$ cat src/rtl/rs_dec_word_packer.sv
// rs_dec_word_packer
// Repacks the decoded RS message byte stream (AXI-Stream, 8 bit) into 32-bit
// words, first byte in [31:24], on a valid/ready output. Packing is blind to
// packet boundaries; a separate framing counter checks tlast against the fixed
// packet length, pulses framing errors and counts packets.

module rs_dec_word_packer #(
    parameter int unsigned PKT_BYTES = 229
) (
    input  logic        core_clk,
    input  logic        rst_n,
    input  logic [7:0]  s_axis_tdata,
    input  logic        s_axis_tvalid,
    output logic        s_axis_tready,
    input  logic        s_axis_tlast,
    output logic [31:0] data_o,
    output logic        data_valid_o,
    input  logic        data_rdy_i,
    output logic        err_tlast_missing,
    output logic        err_tlast_unexpected,
    output logic [15:0] pkt_count
);

    localparam logic [7:0] LAST_POS = 8'(PKT_BYTES);

    // Accumulator: three leading bytes of the word being built plus lane index.
    logic [23:0] r_acc_q, w_acc_d;
    logic [1:0]  r_lane_q, w_lane_d;

    // Output register.
    logic [31:0] r_data_q, w_data_d;
    logic        r_valid_q, w_valid_d;

    // Framing state: 1-based byte position within the current packet.
    logic [7:0]  r_pos_q, w_pos_d;
    logic [15:0] r_pkt_cnt_q, w_pkt_cnt_d;
    logic        r_err_miss_q, w_err_miss_d;
    logic        r_err_unexp_q, w_err_unexp_d;

    logic        w_acc;
    logic        w_xfer;
    logic        w_load;
    logic        w_pos_last;

    // Byte handshake: only the 4th byte needs a free (or freeing) output register.
    always_comb begin
        s_axis_tready = (r_lane_q != 2'd3) || !r_valid_q || data_rdy_i;
        w_acc         = s_axis_tvalid && s_axis_tready;
        w_xfer        = r_valid_q && data_rdy_i;
        w_load        = w_acc && (r_lane_q == 2'd3);
        w_pos_last    = (r_pos_q == LAST_POS);
    end

    // Next state of the packing datapath; a reload wins over a transfer clear.
    always_comb begin
        w_acc_d   = r_acc_q;
        w_lane_d  = r_lane_q;
        w_data_d  = r_data_q;
        w_valid_d = r_valid_q;

        if (w_xfer) begin
            w_valid_d = 1'b0;
        end

        if (w_acc) begin
            if (w_load) begin
                w_data_d  = {r_acc_q, s_axis_tdata};
                w_valid_d = 1'b1;
                w_lane_d  = 2'd0;
            end else begin
                w_acc_d  = {r_acc_q[15:0], s_axis_tdata};
                w_lane_d = r_lane_q + 2'd1;
            end
        end
    end

    // Next state of the framing checker; any tlast resyncs the position.
    always_comb begin
        w_pos_d       = r_pos_q;
        w_pkt_cnt_d   = r_pkt_cnt_q;
        w_err_miss_d  = 1'b0;
        w_err_unexp_d = 1'b0;

        if (w_acc) begin
            if (w_pos_last) begin
                w_pos_d = 8'd1;
                if (s_axis_tlast) begin
                    w_pkt_cnt_d = r_pkt_cnt_q + 16'd1;
                end else begin
                    w_err_miss_d = 1'b1;
                end
            end else if (s_axis_tlast) begin
                w_pos_d       = 8'd1;
                w_pkt_cnt_d   = r_pkt_cnt_q + 16'd1;
                w_err_unexp_d = 1'b1;
            end else begin
                w_pos_d = r_pos_q + 8'd1;
            end
        end
    end

    // State registers; reset discards any partial word and restarts framing.
    always_ff @(posedge core_clk or negedge rst_n) begin
        if (!rst_n) begin
            r_acc_q       <= 24'd0;
            r_lane_q      <= 2'd0;
            r_data_q      <= 32'd0;
            r_valid_q     <= 1'b0;
            r_pos_q       <= 8'd1;
            r_pkt_cnt_q   <= 16'd0;
            r_err_miss_q  <= 1'b0;
            r_err_unexp_q <= 1'b0;
        end else begin
            r_acc_q       <= w_acc_d;
            r_lane_q      <= w_lane_d;
            r_data_q      <= w_data_d;
            r_valid_q     <= w_valid_d;
            r_pos_q       <= w_pos_d;
            r_pkt_cnt_q   <= w_pkt_cnt_d;
            r_err_miss_q  <= w_err_miss_d;
            r_err_unexp_q <= w_err_unexp_d;
        end
    end

    // Output drive.
    always_comb begin
        data_o               = r_data_q;
        data_valid_o         = r_valid_q;
        err_tlast_missing    = r_err_miss_q;
        err_tlast_unexpected = r_err_unexp_q;
        pkt_count            = r_pkt_cnt_q;
    end

endmodule

$ cat config.mk
export PLATFORM = sky130hd
export DESIGN_NAME = rs_dec_word_packer
export DESIGN_NICKNAME = d
export VERILOG_FILES = /design/src/rtl/rs_dec_word_packer.sv
export SDC_FILE = /design/constraint.sdc
export NUM_CORES = 1
export LEC_CHECK = 0
export CAP_MARGIN = 25
export CORE_MARGIN = 10
export CORE_UTILIZATION = 50
export CTS_CLUSTER_DIAMETER = 60
export CTS_CLUSTER_SIZE = 14
export DETAILED_ROUTE_END_ITERATION = 6
export PLACE_DENSITY_LB_ADDON = 0.08
export SYNTH_ARGS = -nofsm -noshare
export SYNTH_HDL_FRONTEND = slang
export SYNTH_SLANG_ARGS = --single-unit
$ cat constraint.sdc
create_clock -name core_clk -period 2.6 [get_ports core_clk]
set_input_delay 0.78 -clock core_clk [delete_from_list [all_inputs] [get_ports core_clk]]
set_output_delay 0.78 -clock core_clk [all_outputs]
set_load 0.02 [all_outputs]
==> impl_metrics.env, run 1 <==
export IMPL_fp_dieW_um=104
export IMPL_synthTopCellsByArea="dfrtp_1 59%, mux2_4 12%, mux2_2 9.2%, xnor2_1 2.5%, xor2_1 2.2%"
export IMPL_synth_mux_area_share_pct=21.4
export IMPL_hold_violations=0
export IMPL_stdcell_count=424
export IMPL_clock_skew_ns=0.0144
export IMPL_clk_pin_slew_worst_paths_ns=0.09
export IMPL_yosysWarnings=0
export IMPL_ir_worst_vdd_uv=688
export IMPL_first_pass_iters=4
export IMPL_synth_xor_area_share_pct=4.67
export IMPL_yosys_most_used_dff="dfrtp_1"
export IMPL_antenna_found_initial=0
export IMPL_core_area_um2=6870
export IMPL_yosys_cell_count_top_type="dfrtp_1"
export IMPL_r2r_start="r_lane_q[0]"
export IMPL_synthSimpleGateAreaFrac_pct=9.22
export IMPL_critical_path_class="in -> out"
export IMPL_io_buffers=64
export IMPL_drv_slew=0
export IMPL_gp_congestion=0.771
export IMPL_viasPerCell=4.99
export IMPL_worstSetupStartpointType="input port"
export IMPL_cts_buffer_depth=2
export IMPL_avgSynthCellArea_um2=14.7
export IMPL_worstMarginPinSlew_ns=0.578
export IMPL_worstSetupStartpoint="data_rdy_i"
export IMPL_p_leak_nw=2.12
export IMPL_reg2reg_depth=6
export IMPL_ys_top_cells_by_count="84 x dfrtp_1, 29 x mux2_2, 29 x mux2_4, 13 x nand2_1, 12 x nor2_1"
export IMPL_clock_tree_root_cell="clkbuf_8"
export IMPL_synth_compound_area_share_pct=1.44
export IMPL_drc_errors=0
export IMPL_die_y_um=104
export IMPL_avgRoutedWirePerCell_um=15.5
export IMPL_dp_hpwl_um=4790
export IMPL_status="finished clean"
export IMPL_cp_slowest_stage_delay_ns=0.47
export IMPL_cts_tree="done"
export IMPL_synthArstFlopShare_pct=100
export IMPL_setup_viol=0
export IMPL_grt_ovfl_total=0
export IMPL_finalSetupTns_ns=0
export IMPL_drive_gt1_share_pct=29.6
export IMPL_ys_seq_area_share_pct=59.7
export IMPL_hold_buffers=0
export IMPL_vias=2117
export IMPL_cp_cell_sequence="clkdlybuf4s50_1, and3b_1, inv_4, clkdlybuf4s15_2"
export IMPL_synth_largest_area_cell="dfrtp_1"
export IMPL_cts_buffers=9
export IMPL_synth_fa_ha_area_share_pct=1.40
export IMPL_syn_num_nets=260
export IMPL_initial_core_util_pct=51.9
export IMPL_period_needed_ns=2.57
export IMPL_ios=65
export IMPL_critPathCaptureType="output pin"
export IMPL_rsz0062_at_grt="no"
export IMPL_ys_types=36
export IMPL_num_rows=30
export IMPL_cellPowerDensity_nw_per_um2=1130
export IMPL_fp_dieArea_um2=10900
export IMPL_place_ws_ns=-0.323
export IMPL_arrival_ns=1.79
export IMPL_ctsHtreeMaxLevel=3
export IMPL_netlist_area_leader_share_pct=58.9
export IMPL_nNetsFinal=340
export IMPL_drt_iter0_drc=84
export IMPL_cp_slowest_cell="clkdlybuf4s50_1"
export IMPL_cp_required_ns=1.82
export IMPL_ys_seq_elements=85
export IMPL_dp_cells=408
export IMPL_layout_setup_ws_ns=0.0335
export IMPL_grt_pass1_vias=2200
export IMPL_syn2layout_area_growth_pct=30.2
export IMPL_fin_crit_sh_pct=98.7
export IMPL_relSlewSlack_pct=60.9
export IMPL_syn_instance_count=243
export IMPL_wl_um=6570
export IMPL_critical_path_peak_fanout=2
export IMPL_grt_max_degree=58
export IMPL_n_antenna_cell=0
export IMPL_synth_top_family_by_area="multiplexers"
export IMPL_clkLatencyLatePin_ns=0.35
export IMPL_max_cap_viol_count=0
export IMPL_clkSinkCount=85
export IMPL_hold_path_class="in -> async"
export IMPL_drtAntennaViolNets=0
export IMPL_synth_edf_count=0
export IMPL_syn_area_um2=3570
export IMPL_fmax_mhz=390
export IMPL_grt_pass1_wl_um=11500
export IMPL_track_usage_pct=12.7
## cell families after synthesis
kind of cell	after synthesis
adders and majority gates	4
AOI/OAI and AO/OA	8
muxes	58
xor gates and xnor gates	19
and+or+nand+nor	57
DFF	85
buffers and inverters	12
## repair_timing
| action | in CTS | in global routing |
|---|---|---|
| gates resized for setup | 3 | 0 |
| endpoints found under the setup margin | 1 | 0 |
| buffers inserted | 0 | 0 |
## critical path: cells and delay by family
family / cells / cell delay, ns
simple gates: 1 / 0.23
buf+inv: 3 / 0.78
## worst paths after layout
path / endpoint / slack [ns]
max: s_axis_tready / 0.03
min: pkt_count[7] / 0.34
min reg2reg: pkt_count[15] / 0.48
min in group core_clk: pkt_count[15] / 0.48
max in group asynchronous: r_acc_q[2] / 1.63
max reg2reg: pkt_count[10] / 0.53
## routing by layer
layer	wire, um	vias up	global-route usage, %
li1	-	1008	-
met1	2970	1052	16.1
met2	3050	49	19.1
met3	464	8	4.52
met4	95	0	5.37
met5	0	-	0
## cells in the final DEF, fill, tap and decap left out, types with 9 or more instances in the layout
cell	count
clkbuf_8	10
xor2_1	9
clkdlybuf4s50_1	62
buf_4	10
mux2_2	29
nor2_1	12
dfrtp_1	84
xnor2_1	10
nand2_1	13
mux2_4	29
## sequential cells by signal (all words and copies together), names as in the netlist
signal / count
data_o: 32
data_valid_o: 1
err_tlast_missing: 1
err_tlast_unexpected: 1
pkt_count: 16
r_acc_q: 24
r_lane_q: 2
r_pos_q: 8
## per-stage QoR
step                utilization (%)  instance area (um^2)  total power, mW  hold slack (ns)
detailed placement             64.2                  4410             4.27            0.470
floorplan                         -                  3570             3.36            0.450
CTS                            67.6                  4650             5.35            0.348
global placement               64.2                  4410             4.23            0.465
finish                         67.6                  4650             5.26            0.345
global route                   67.6                  4650             5.58            0.364
## cell type report
class,count,area (um^2)
Fill cell,524,2220
Clock inverter,6,93.8
Tap cell,96,120
Sequential cell,85,2130
Clock buffer,10,138
Multi-Input combinational cell,146,1360
Inverter,4,17.5
Timing Repair Buffer,77,787
## power by group
part	internal, mW	total (mW)	switching (mW)
registers	1.83	2.18	0.343
clock network	0.574	1.05	0.478
logic	1.19	2.04	0.845
total	3.60	5.26	1.67
Power figures use the tool's default switching activity.
==> inputs of run 2 (changes only) <==
CORE_ASPECT_RATIO = 1.1   (was default)
==> run 2 against run 1 <==
  * Fmax rose by 4.1%
  * Clock power fell by 21%
  * First-iteration DRC count decreased by 39%
  * Critical path type unchanged
  * Highest routed layer unchanged
  * Via count up 1.1%
==> impl_metrics.env, run 2 (same netlist as run 1, synthesis figures left out) <==
export IMPL_fp_dieArea_um2=10900
export IMPL_cts_tree="done"
export IMPL_worstSetupStartpoint="data_rdy_i"
export IMPL_viasPerCell=5.17
export IMPL_holdWs_ns=0.313
export IMPL_cts_buffer_depth=2
export IMPL_cp_slowest_cell="clkdlybuf4s50_1"
export IMPL_cts_buffers=9
export IMPL_cp_required_ns=1.82
export IMPL_core_area_um2=6970
export IMPL_fp_dieW_um=101
export IMPL_grt_max_degree=42
export IMPL_clkLatencyLatePin_ns=0.35
export IMPL_nNetsFinal=341
export IMPL_drive_gt1_share_pct=29.8
export IMPL_drt_iter0_drc=51
export IMPL_initial_core_util_pct=51.2
export IMPL_mostFrequentLayoutCell="dfrtp_1"
export IMPL_grt_pass1_wl_um=11000
export IMPL_hold_buffers=0
export IMPL_critical_path_peak_fanout=2
export IMPL_vias=2141
export IMPL_relSlewSlack_pct=74.5
export IMPL_dp_hpwl_um=4840
export IMPL_hold_violations=0
export IMPL_rsz0062_at_grt="no"
export IMPL_clkSinkCount=85
export IMPL_num_rows=32
export IMPL_critical_path_class="in -> out"
export IMPL_antenna_found_initial=0
export IMPL_fmax_mhz=405
export IMPL_ctsHtreeMaxLevel=3
export IMPL_clk_pin_slew_worst_paths_ns=0.08
export IMPL_ios=65
export IMPL_grt_ovfl_total=0
export IMPL_setup_viol=0
export IMPL_ir_worst_vdd_uv=714
export IMPL_clock_tree_root_cell="clkbuf_8"
export IMPL_worstMarginPinSlew_ns=0.377
export IMPL_clock_skew_ns=0.0130
export IMPL_hold_path_class="in -> async"
export IMPL_wl_um=6640
export IMPL_drv_slew=0
export IMPL_finalPower_mw=5.04
export IMPL_period_needed_ns=2.47
export IMPL_gp_congestion=0.781
export IMPL_worstSetupStartpointType="input port"
export IMPL_cp_num_buf_inv=3
export IMPL_cpLargestDelayFamily="buffers and inverters"
export IMPL_first_pass_iters=4
export IMPL_largest_reg_flops=32
export IMPL_die_y_um=109
export IMPL_drtAntennaViolNets=0
export IMPL_r2r_start="r_lane_q[0]"
export IMPL_stdcell_count=414
export IMPL_max_cap_viol_count=0
export IMPL_critPathCaptureType="output pin"
export IMPL_track_usage_pct=12.6
export IMPL_cp_slowest_stage_delay_ns=0.46
export IMPL_fin_crit_sh_pct=94.9
export IMPL_avgRoutedWirePerCell_um=16.0
export IMPL_mostFrequentLayoutCells="84 x dfrtp_1, 62 x clkdlybuf4s50_1, 29 x mux2_4, 29 x mux2_2, 13 x nand2_1"
export IMPL_cellPowerDensity_nw_per_um2=1100
export IMPL_p_leak_nw=2.09
export IMPL_dp_cells=398
export IMPL_finalSetupTns_ns=0
export IMPL_cp_cell_sequence="clkdlybuf4s50_1, and3b_2, inv_4, buf_2"
export IMPL_grt_pass1_vias=2193
export IMPL_io_buffers=64
export IMPL_n_antenna_cell=0
export IMPL_status="finished clean"
export IMPL_drc_errors=0
export IMPL_syn2layout_area_growth_pct=28.3
export IMPL_arrival_ns=1.69
==> run 2: cell types whose count changed in the layout (fill, tap and decap cells not counted), sizes merged <==
| cell | delta |
|---|---|
| buf | +2 |
| bufinv | -2 |
| clkdlybuf4s15 | -1 |
| clkinvlp | +1 |
| inv | +1 |
==> run 2: final cells by class <==
class	instances	area [um^2]
clock inverters	6	46.3
clock buffers	10	128
inverters	4	17.5
multi-input cells	146	1360
well taps	85	106
flip-flops and latches	85	2130
fillers	542	2390
repair buffers	78	788
==> run 2: layer usage <==
layer / vias to the layer above / wire (um) / global-route usage (%)
met4: 0 / 71 / 4.55
met3: 6 / 467 / 5.30
met2: 40 / 3180 / 19.4
met5: - / 0 / 0
met1: 1088 / 2920 / 15.6
li1: 1007 / - / -
==> run 2: stage by stage <==
step                      setup slack (ns)  util, %  area, um^2
after CTS                           0.0329     65.8        4580
after detailed placement            -0.318     63.3        4410
after global placement              -0.315     63.3        4410
after floorplan                      0.429        -        3570
after global routing                0.0962     65.7        4580
final                                0.134     65.7        4580
==> run 2: report_power, final <==
group	internal, mW	total, mW	switching (mW)
registers	1.83	2.18	0.346
logic	1.19	2.03	0.843
clock network	0.354	0.832	0.478
==> run 2: path summary, 6_finish.rpt <==
kind / endpoint / slack, ns / depth (start not counted)
max in group asynchronous: r_pos_q[0] / 1.63 / 2
max: s_axis_tready / 0.13 / 4
min: pkt_count[9] / 0.31 / 1
min reg2reg: pkt_count[15] / 0.48 / 1
max reg2reg: pkt_count[10] / 0.55 / 6
min in group core_clk: pkt_count[15] / 0.48 / 1
==> run 2: repair_timing <==
item                                    CTS  global route
setup buffers                             0             0
gates resized for setup                   3             2
pin swaps                                 0             0
endpoints found under the setup margin    1             1
==> inputs of run 3 (changes only) <==
CORE_MARGIN = default   (was 10)
CORE_UTILIZATION = 40   (was 50)
==> run 3 against run 2 <==
  * Critical path depth unchanged
  * Largest power group unchanged
  * Via count down 0.89%
  * Core utilization down 11 points
==> impl_metrics.env, run 3 (same netlist as run 1, synthesis figures left out) <==
export IMPL_clock_tree_root_cell="clkbuf_8"
export IMPL_wl_um=6560
export IMPL_fp_dieW_um=92.0
export IMPL_ios=65
export IMPL_cts_tree="done"
export IMPL_clk_pin_slew_worst_paths_ns=0.09
export IMPL_die_y_um=101
export IMPL_postCtsSetupRepairBufs=0
export IMPL_n_antenna_cell=0
export IMPL_relSlewSlack_pct=64.7
export IMPL_fin_util_pct=54.8
export IMPL_grt_ovfl_total=0
export IMPL_dp_hpwl_um=4560
export IMPL_cellPowerDensity_nw_per_um2=1130
export IMPL_drtAntennaViolNets=0
export IMPL_worstSetupStartpointType="input port"
export IMPL_max_cap_viol_count=0
export IMPL_p_leak_nw=2.12
export IMPL_grt_max_degree=41
export IMPL_initial_core_util_pct=42.0
export IMPL_avgRoutedWirePerCell_um=14.9
export IMPL_arrival_ns=1.69
export IMPL_cp_required_ns=1.82
export IMPL_mostFrequentLayoutCells="84 x dfrtp_1, 62 x clkdlybuf4s50_1, 29 x mux2_4, 29 x mux2_2"
export IMPL_dp_cells=425
export IMPL_rsz0062_at_grt="no"
export IMPL_cts_buffers=9
export IMPL_core_area_um2=8500
export IMPL_stdcell_count=441
export IMPL_nNetsFinal=342
export IMPL_largest_reg_flops=32
export IMPL_critPathCaptureType="output pin"
export IMPL_antenna_found_initial=0
export IMPL_worstMarginPinSlew_ns=0.530
export IMPL_drt_iter0_drc=31
export IMPL_grt_pass1_wl_um=11200
export IMPL_clkSinkCount=85
export IMPL_fin_crit_sh_pct=95.0
export IMPL_hold_buffers=0
export IMPL_track_usage_pct=15.7
export IMPL_fmax_mhz=405
export IMPL_fp_dieArea_um2=9300
export IMPL_cts_buffer_depth=2
export IMPL_critical_path_peak_fanout=2
export IMPL_gp_congestion=0.773
export IMPL_finalSetupTns_ns=0
export IMPL_syn2layout_area_growth_pct=30.6
export IMPL_clkLatencyLatePin_ns=0.36
export IMPL_clock_skew_ns=0.00972
export IMPL_grt_pass1_vias=2284
export IMPL_status="finished clean"
export IMPL_drc_errors=0
export IMPL_setup_viol=0
export IMPL_period_needed_ns=2.47
export IMPL_hold_path_class="in -> async"
export IMPL_ir_worst_vdd_uv=515
export IMPL_viasPerCell=4.81
export IMPL_first_pass_iters=4
export IMPL_ctsHtreeMaxLevel=3
export IMPL_num_rows=35
export IMPL_vias=2122
export IMPL_drive_gt1_share_pct=30.3
export IMPL_drv_slew=0
export IMPL_finalPower_mw=5.27
export IMPL_mostFrequentLayoutCell="dfrtp_1"
export IMPL_io_buffers=64
export IMPL_critical_path_class="in -> out"
export IMPL_hold_violations=0
-- run 3: changes by cell type in the layout (fill, tap and decap cells not counted) --
cell and delta:
clkbuf_1 -1, clkinvlp_4 -2, buf_4 +2, inv_6 +2
bufinv_16 +2, buf_12 -1, clkinv_2 -1
-- run 3: final cells by class --
type / count / area (um^2)
inverters: 4 / 17.5
multi-input cells: 146 / 1360
fillers: 757 / 3840
flip-flops and latches: 85 / 2130
repair buffers: 79 / 783
clock inverters: 7 / 104
well taps: 111 / 139
clock buffers: 9 / 124
-- run 3: metal layers --
metal | share of wire (%) | GRT usage, % | up-vias | wire length [um]
li1 | - | - | 1017 | -
met1 | 48 | 20.3 | 1058 | 3150
met2 | 46 | 25.1 | 40 | 3000
met3 | 4.8 | 4.60 | 7 | 314
met4 | 1.5 | 6.13 | 0 | 97
met5 | 0 | 0 | - | 0
-- run 3: stage by stage --
stage / area, um^2 / hold WS, ns / setup WS (ns)
final: 4660 / 0.394 / 0.130
after global routing: 4660 / 0.413 / 0.0861
after CTS: 4660 / 0.406 / 0.0268
after detailed placement: 4430 / 0.472 / -0.317
after global placement: 4430 / 0.468 / -0.315
after floorplan: 3570 / 0.450 / 0.429
-- run 3: worst paths after layout --
check	startpoint	to	slack, ns	cells after the start
hold / removal	rst_n	pkt_count[3]	0.39	1
hold reg to reg	r_lane_q[1]	r_lane_q[1]	0.49	2
min in group core_clk	r_lane_q[1]	r_lane_q[1]	0.49	2
max in group asynchronous	rst_n	data_o[31]	1.53	2
setup / recovery	data_rdy_i	s_axis_tready	0.13	4
setup reg to reg	r_lane_q[0]	pkt_count[12]	0.51	6
-- run 3: power by group --
group / total, mW / internal, mW / leakage (nW) / switching (mW)
Sequential: 2.18 / 1.83 / 1.04 / 0.342
Clock: 1.07 / 0.557 / 0.115 / 0.518
Combinational: 2.02 / 1.19 / 0.966 / 0.828
Total: 5.27 / 3.58 / 2.12 / 1.69
-- run 3: critical path, cell delays in order --
cell	delay [ns]
clkdlybuf4s50_1	0.47
and3b_2	0.24
inv_4	0.05
buf_2	0.15
-- run 3: what timing repair did --
action | CTS | global route
endpoints found under the setup margin | 1 | 1
endpoints found under the hold margin | 0 | 0
gates resized for setup | 3 | 2
